==> config.mk <==
export PLATFORM = sky130hd
export DESIGN_NAME = hack_keyboard_encoder
export DESIGN_NICKNAME = d
export VERILOG_FILES = /design/src/rtl/hack_kbd_pkg.sv /design/src/rtl/hack_scancode_lut.sv /design/src/rtl/hack_keyboard_encoder.sv
export SDC_FILE = /design/constraint.sdc
export NUM_CORES = 1
export LEC_CHECK = 0
export BUFFER_PORTS_ARGS = -buffer_cell sky130_fd_sc_hd__buf_4
export CORE_UTILIZATION = 60
export CTS_CLUSTER_DIAMETER = 40
export DETAILED_ROUTE_END_ITERATION = 7
export MAX_ROUTING_LAYER = met4
export PLACE_DENSITY = 0.8
export SLEW_MARGIN = 20
export SYNTH_ARGS = -nofsm -noshare
export SYNTH_HDL_FRONTEND = slang
export SYNTH_SLANG_ARGS = --single-unit
==> constraint.sdc <==
create_clock -name clk_sys -period 7.6 [get_ports clk_sys]
set_clock_uncertainty 0.1 [all_clocks]
set_input_delay 1.52 -clock clk_sys [delete_from_list [all_inputs] [get_ports clk_sys]]
set_output_delay 1.52 -clock clk_sys [all_outputs]
set_load 0.02 [all_outputs]
==> src/rtl/hack_kbd_pkg.sv <==
`default_nettype none
// +-----------------------------------------------------------------------+
// | hack_kbd_pkg: shared key codes, scan codes and types for the KBD path |
// | Revision: 1.0                                                         |
// +-----------------------------------------------------------------------+
package hack_kbd_pkg;

  localparam logic [7:0] KEY_NEWLINE   = 8'd128;
  localparam logic [7:0] KEY_BACKSPACE = 8'd129;
  localparam logic [7:0] KEY_LEFT      = 8'd130;
  localparam logic [7:0] KEY_UP        = 8'd131;
  localparam logic [7:0] KEY_RIGHT     = 8'd132;
  localparam logic [7:0] KEY_DOWN      = 8'd133;
  localparam logic [7:0] KEY_HOME      = 8'd134;
  localparam logic [7:0] KEY_END       = 8'd135;
  localparam logic [7:0] KEY_PGUP      = 8'd136;
  localparam logic [7:0] KEY_PGDN      = 8'd137;
  localparam logic [7:0] KEY_INSERT    = 8'd138;
  localparam logic [7:0] KEY_DELETE    = 8'd139;
  localparam logic [7:0] KEY_ESC       = 8'd140;
  localparam logic [7:0] KEY_F1        = 8'd141;
  localparam logic [7:0] KEY_F12       = 8'd152;

  localparam logic [7:0] SC_SHIFT_L = 8'h12;
  localparam logic [7:0] SC_SHIFT_R = 8'h59;
  localparam logic [7:0] SC_CAPS    = 8'h58;

  typedef struct packed {
    logic       ext;
    logic [7:0] scan;
  } held_code_t;

  function automatic logic [7:0] pick(input logic sel, input logic [7:0] lo, input logic [7:0] hi);
    return sel ? hi : lo;
  endfunction

endpackage
`default_nettype wire

==> src/rtl/hack_scancode_lut.sv <==
`default_nettype none
// +-----------------------------------------------------------------------+
// | hack_scancode_lut: PS/2 set-2 scan code to Hack key code, 0=unmapped  |
// | Revision: 1.0                                                         |
// +-----------------------------------------------------------------------+
module hack_scancode_lut
  import hack_kbd_pkg::*;
(
  input  logic       i_ext,
  input  logic [7:0] i_scan,
  input  logic       i_shift,
  input  logic       i_upcase,
  output logic [7:0] o_code
);

  always_comb begin
    o_code = 8'd0;
    if (i_ext) begin
      case (i_scan)
        8'h6B:   o_code = KEY_LEFT;
        8'h75:   o_code = KEY_UP;
        8'h74:   o_code = KEY_RIGHT;
        8'h72:   o_code = KEY_DOWN;
        8'h6C:   o_code = KEY_HOME;
        8'h69:   o_code = KEY_END;
        8'h7D:   o_code = KEY_PGUP;
        8'h7A:   o_code = KEY_PGDN;
        8'h70:   o_code = KEY_INSERT;
        8'h71:   o_code = KEY_DELETE;
        default: o_code = 8'd0;
      endcase
    end else begin
      case (i_scan)
        // letters follow shift xor caps; everything else follows shift alone
        8'h1C: o_code = pick(i_upcase, 8'h61, 8'h41);
        8'h32: o_code = pick(i_upcase, 8'h62, 8'h42);
        8'h21: o_code = pick(i_upcase, 8'h63, 8'h43);
        8'h23: o_code = pick(i_upcase, 8'h64, 8'h44);
        8'h24: o_code = pick(i_upcase, 8'h65, 8'h45);
        8'h2B: o_code = pick(i_upcase, 8'h66, 8'h46);
        8'h34: o_code = pick(i_upcase, 8'h67, 8'h47);
        8'h33: o_code = pick(i_upcase, 8'h68, 8'h48);
        8'h43: o_code = pick(i_upcase, 8'h69, 8'h49);
        8'h3B: o_code = pick(i_upcase, 8'h6A, 8'h4A);
        8'h42: o_code = pick(i_upcase, 8'h6B, 8'h4B);
        8'h4B: o_code = pick(i_upcase, 8'h6C, 8'h4C);
        8'h3A: o_code = pick(i_upcase, 8'h6D, 8'h4D);
        8'h31: o_code = pick(i_upcase, 8'h6E, 8'h4E);
        8'h44: o_code = pick(i_upcase, 8'h6F, 8'h4F);
        8'h4D: o_code = pick(i_upcase, 8'h70, 8'h50);
        8'h15: o_code = pick(i_upcase, 8'h71, 8'h51);
        8'h2D: o_code = pick(i_upcase, 8'h72, 8'h52);
        8'h1B: o_code = pick(i_upcase, 8'h73, 8'h53);
        8'h2C: o_code = pick(i_upcase, 8'h74, 8'h54);
        8'h3C: o_code = pick(i_upcase, 8'h75, 8'h55);
        8'h2A: o_code = pick(i_upcase, 8'h76, 8'h56);
        8'h1D: o_code = pick(i_upcase, 8'h77, 8'h57);
        8'h22: o_code = pick(i_upcase, 8'h78, 8'h58);
        8'h35: o_code = pick(i_upcase, 8'h79, 8'h59);
        8'h1A: o_code = pick(i_upcase, 8'h7A, 8'h5A);
        8'h16: o_code = pick(i_shift, 8'h31, 8'h21);
        8'h1E: o_code = pick(i_shift, 8'h32, 8'h40);
        8'h26: o_code = pick(i_shift, 8'h33, 8'h23);
        8'h25: o_code = pick(i_shift, 8'h34, 8'h24);
        8'h2E: o_code = pick(i_shift, 8'h35, 8'h25);
        8'h36: o_code = pick(i_shift, 8'h36, 8'h5E);
        8'h3D: o_code = pick(i_shift, 8'h37, 8'h26);
        8'h3E: o_code = pick(i_shift, 8'h38, 8'h2A);
        8'h46: o_code = pick(i_shift, 8'h39, 8'h28);
        8'h45: o_code = pick(i_shift, 8'h30, 8'h29);
        8'h0E: o_code = pick(i_shift, 8'h60, 8'h7E);
        8'h4E: o_code = pick(i_shift, 8'h2D, 8'h5F);
        8'h55: o_code = pick(i_shift, 8'h3D, 8'h2B);
        8'h54: o_code = pick(i_shift, 8'h5B, 8'h7B);
        8'h5B: o_code = pick(i_shift, 8'h5D, 8'h7D);
        8'h5D: o_code = pick(i_shift, 8'h5C, 8'h7C);
        8'h4C: o_code = pick(i_shift, 8'h3B, 8'h3A);
        8'h52: o_code = pick(i_shift, 8'h27, 8'h22);
        8'h41: o_code = pick(i_shift, 8'h2C, 8'h3C);
        8'h49: o_code = pick(i_shift, 8'h2E, 8'h3E);
        8'h4A: o_code = pick(i_shift, 8'h2F, 8'h3F);
        8'h29: o_code = 8'h20;
        8'h5A: o_code = KEY_NEWLINE;
        8'h66: o_code = KEY_BACKSPACE;
        8'h76: o_code = KEY_ESC;
        8'h05: o_code = KEY_F1;
        8'h06: o_code = KEY_F1 + 8'd1;
        8'h04: o_code = KEY_F1 + 8'd2;
        8'h0C: o_code = KEY_F1 + 8'd3;
        8'h03: o_code = KEY_F1 + 8'd4;
        8'h0B: o_code = KEY_F1 + 8'd5;
        8'h83: o_code = KEY_F1 + 8'd6;
        8'h0A: o_code = KEY_F1 + 8'd7;
        8'h01: o_code = KEY_F1 + 8'd8;
        8'h09: o_code = KEY_F1 + 8'd9;
        8'h78: o_code = KEY_F1 + 8'd10;
        8'h07: o_code = KEY_F12;
        default: o_code = 8'd0;
      endcase
    end
  end

endmodule
`default_nettype wire

==> src/rtl/hack_keyboard_encoder.sv <==
`default_nettype none
// +-----------------------------------------------------------------------+
// | hack_keyboard_encoder: PS/2 key bus to Hack KBD register value        |
// | Revision: 1.0                                                         |
// +-----------------------------------------------------------------------+
module hack_keyboard_encoder
  import hack_kbd_pkg::*;
(
  input  logic        clk_sys,
  input  logic        reset_n,
  input  logic [10:0] ps2_key,
  output logic [15:0] kbd,
  output logic        kbd_changed
);

  logic [10:0] r_key;
  logic        r_tog_prev;
  logic        r_primed;
  logic        r_shift_l;
  logic        r_shift_r;
  logic        r_caps;
  held_code_t  r_held;
  logic [7:0]  r_kbd;
  logic        r_changed;

  logic        w_event;
  logic        w_press;
  held_code_t  w_key_id;
  logic        w_shift;
  logic        w_upcase;
  logic [7:0]  w_code;

  assign w_event  = r_key[10] ^ r_tog_prev;
  assign w_press  = r_key[9];
  assign w_key_id = r_key[8:0];
  assign w_shift  = r_shift_l | r_shift_r;
  assign w_upcase = w_shift ^ r_caps;

  hack_scancode_lut u_lut (
    .i_ext    (w_key_id.ext),
    .i_scan   (w_key_id.scan),
    .i_shift  (w_shift),
    .i_upcase (w_upcase),
    .o_code   (w_code)
  );

  always_ff @(posedge clk_sys or negedge reset_n) begin
    if (!reset_n) begin
      r_key      <= 11'd0;
      r_tog_prev <= 1'b0;
      r_primed   <= 1'b0;
      r_shift_l  <= 1'b0;
      r_shift_r  <= 1'b0;
      r_caps     <= 1'b0;
      r_held     <= '0;
      r_kbd      <= 8'd0;
      r_changed  <= 1'b0;
    end else begin
      r_key      <= ps2_key;
      // first edge after reset seeds the toggle history so no phantom event appears
      r_tog_prev <= r_primed ? r_key[10] : ps2_key[10];
      r_primed   <= 1'b1;
      r_changed  <= 1'b0;
      if (w_event) begin
        if (!w_key_id.ext && w_key_id.scan == SC_SHIFT_L) begin
          r_shift_l <= w_press;
        end else if (!w_key_id.ext && w_key_id.scan == SC_SHIFT_R) begin
          r_shift_r <= w_press;
        end else if (!w_key_id.ext && w_key_id.scan == SC_CAPS) begin
          if (w_press) r_caps <= ~r_caps;
        end else if (w_press) begin
          if (w_code != 8'd0) begin
            r_kbd     <= w_code;
            r_held    <= w_key_id;
            r_changed <= (w_code != r_kbd);
          end
        end else if (w_key_id == r_held) begin
          r_kbd     <= 8'd0;
          r_held    <= '0;
          r_changed <= (r_kbd != 8'd0);
        end
      end
    end
  end

  assign kbd         = {8'h00, r_kbd};
  assign kbd_changed = r_changed;

endmodule
`default_nettype wire

==> metrics <==
Main synth FF type=dfrtp_1; Yosys warnings=0; core area=between 5000 and 6000 µm²; drt first pass iters=5; Placed Area=~3600 µm²; CTS root buf=clkbuf_8; min Tclk post-route=3.911 ns; synthesized flop and latch total=34; Worst setup SP type=flop; DP HPWL=approximately 7300 µm; post_cts resized=0; Clock Tree Buf Depth=2; Placed Cells=490; detailed router's first-iteration violation count=465; Final Cell Area=3730 µm²; max-cap viol count=0; Setup Total Neg Slack=0 ns; number of routed nets with antenna violations=0; cts bufs inserted=5; area grow syn2layout=3.651%; Crit path top cell by count=a41o_1; CP endpoint kind=flop; WL met3=about 1100 µm; initial antenna violation count=0; sequential share of the synthesized area=0.2364; Slowest-stage cell, CP=dfrtp_1; area leader, netlist=dfrtp_1; Starting Density=0.6378; Met2 Routed Length=4621 µm; RSZ-0062 raised after global routing=no; GR Overflow Total=0; asr flop ratio synth=1.000; final wirelength=approximately 10000 µm; CP Class=flop to flop; Setup WS post-layout=roughly 3.7 ns; Mapped Cells=about 430; Synth top area share=0.2364; clock sink total=34; via count=approximately 3600; register area=~850 µm²; EDFF count, synth=0; worst-skew pair later-pin latency=0.29 ns; multi-input logic area=roughly 2400 µm²; Required @ worst endpoint=7.68 ns; fmax=between 0.2 and 0.3 GHz; RR Endpoint=r_kbd[3]$_DFFE_PN0P_; Worst R2R Path Depth=8; CTS HTree Levels=2; vias in the first global route=3213; largest net degree at the start of global routing=50; Slew @ Worst Pin=just under 1 ns; pre-CTS WS=between 3 and 4 ns; I/O Pins=30; GRT Util Overall=0.3661; Avg Synthesized Cell Area=between 8 and 9 µm²; Pwr Density=around 150 nW/µm²; final cell count without fillers=just under 500; post-CTS setup buffer count=0; total die area=approximately 6300 µm²; M1 WL=between 4000 and 5000 µm; num rows=27; end-of-flow core utilization=0.6611; Critical Path Source=r_key[6]$_DFF_PN0_; outcome=finished, final reports clean; CP peak stage delay=between 0.9 and 1 ns; top sig layer=met4; total power=about 0.58 mW; RD Place Congestion=roughly 1.1; synth top area cells=dfrtp_1 24%, mux2i_1 4.7%, o211ai_1 3.3%; Final period util=0.5146; Worst-path clk slew=0.07 ns; Hold-fix buffers, CTS=0; Hold/Removal Path Class=flop to flop; Port Buffers=21; Worst Setup EP=r_kbd[3]$_DFFE_PN0P_; # setup viols final=0; Slew Viols, Final=0; CP arrival=approximately 4.0 ns; Wirelength per Cell=20.96 µm; maximum fanout along the worst path=26; drt drc=0; CTS tree=done; Max VDD drop=approximately 0.14 mV; Die X-Extent=between 70 and 80 µm; Vias/cell=~7.2; fill count=480; max_slew headroom=0.3549; Die Span Y=between 70 and 80 µm; Fin Hold WS=between 0.4 and 0.5 ns; Synth Cell Area=~3600 µm²; cell breakdown of the critical path=nor4b_4, o211a_4, nor2_1, a31oi_1, and3b_1, a41o_1, a41o_1, mux2_4; final hold vios=0; nets@finish=438; flop2flop setup slack=around 3.7 ns; reported leakage power=approximately 1.5 nW; first-pass GRT wire length=about 17000 µm; # diodes=0; FF-to-FF Start=r_key[6]$_DFF_PN0_; post-synth cell types=slightly above 80; layout cell share with drive strength beyond 1=0.1482
Yosys cell counts, drive strengths merged (5+ instances only):
master,number
nor2,20
buf,40
a31oi,5
nand3,19
nand4b,5
a32oi,5
a21oi,21
o21ai,17
nand2,31
dfrtp,34
clkbuf,10
and3b,5
nand2b,8
nand4,8
mux2i,17
nor3,6
nor4,13
nor3b,8
o211ai,16
xor2,5
nor2b,8
inv,20
nor4b,5
xnor2,13
area by class of cell:
class | instances | share of cell area
Clock buffer | 6 | 0.02214
Clock inverter | 1 | 0.008051
Inverter | 21 | 0.02113
Multi-Input combinational cell | 335 | 0.6401
Sequential cell | 34 | 0.2281
Tap cell | 72 | 0.02415
Timing Repair Buffer | 28 | 0.05636
kinds of logic after synthesis:
| group | count (synthesis) | synth area share |
|---|---|---|
| AOI/OAI and AO/OA | 116 | 0.2399 |
| xor gates and xnor gates | 18 | 0.04381 |
| buffers and inverters | 71 | 0.1074 |
| DFF | 34 | 0.2364 |
| muxes | 21 | 0.06085 |
| other | 2 | 0.002087 |
| and+or+nand+nor | 171 | 0.3095 |
critical path, delay by kind of cell (launching register included):
family,cells,cell delay [ns]
multiplexers,1,0.42
AO/OA/AOI/OAI,4,1.29
AND/OR/NAND/NOR,3,1.00
flip-flops,1,0.97
sequential cells by signal (all words and copies together) (netlist names):
| name | count |
|---|---|
| kbd_changed | 1 |
| r_caps | 1 |
| r_held | 9 |
| r_kbd | 8 |
| r_key | 11 |
| r_primed | 1 |
| r_shift_l | 1 |
| r_shift_r | 1 |
| r_tog_prev | 1 |
worst min-delay path by stage:
stage	from	endpoint	slack, ns	cells after the start
final	r_primed$_DFF_PN0_	r_tog_prev$_DFF_PN0_	0.41	1
after floorplan	r_caps$_DFFE_PN0P_	r_caps$_DFFE_PN0P_	0.37	1
after CTS	r_caps$_DFFE_PN0P_	r_caps$_DFFE_PN0P_	0.41	1
after detailed placement	r_primed$_DFF_PN0_	r_tog_prev$_DFF_PN0_	0.39	1
after global placement	r_primed$_DFF_PN0_	r_tog_prev$_DFF_PN0_	0.38	1
after global routing	r_primed$_DFF_PN0_	r_tog_prev$_DFF_PN0_	0.42	1
placed cells by master, fill, tap and decap left out, drive strengths merged, types with 5 or more instances in the layout:
cell | netlist | routed
a32oi | 5 | 5
dfrtp | 34 | 34
inv | 20 | 20
nand4b | 5 | 5
buf | 40 | 28
a31oi | 5 | 5
nand2b | 8 | 8
mux2i | 17 | 17
xor2 | 5 | 5
nor4 | 13 | 13
nor2 | 20 | 20
xnor2 | 13 | 13
a21oi | 21 | 21
o21ai | 17 | 17
nand4 | 8 | 8
and3b | 5 | 5
nor2b | 8 | 8
conb | 2 | 9
nor3b | 8 | 8
o211ai | 16 | 16
nand3 | 19 | 19
clkbuf | 10 | 6
nor3 | 6 | 6
nand2 | 31 | 31
nor4b | 5 | 5
layer usage:
layer  GRT usage  vias to the layer above
met3     0.08686                       50
li1            -                     1602
met4      0.1436                        0
met1      0.4882                     1652
met5           -                        -
met2      0.5342                      255
power breakdown:
group | internal, mW | total [mW] | leakage, nW | switching, mW
sequential | 0.202 | 0.229 | 0.432 | 0.0262
combinational | 0.0726 | 0.174 | 1.00 | 0.101
clock | 0.105 | 0.173 | 0.0573 | 0.0685
total | 0.380 | 0.576 | 1.49 | 0.196
Power figures use the tool's default switching activity.
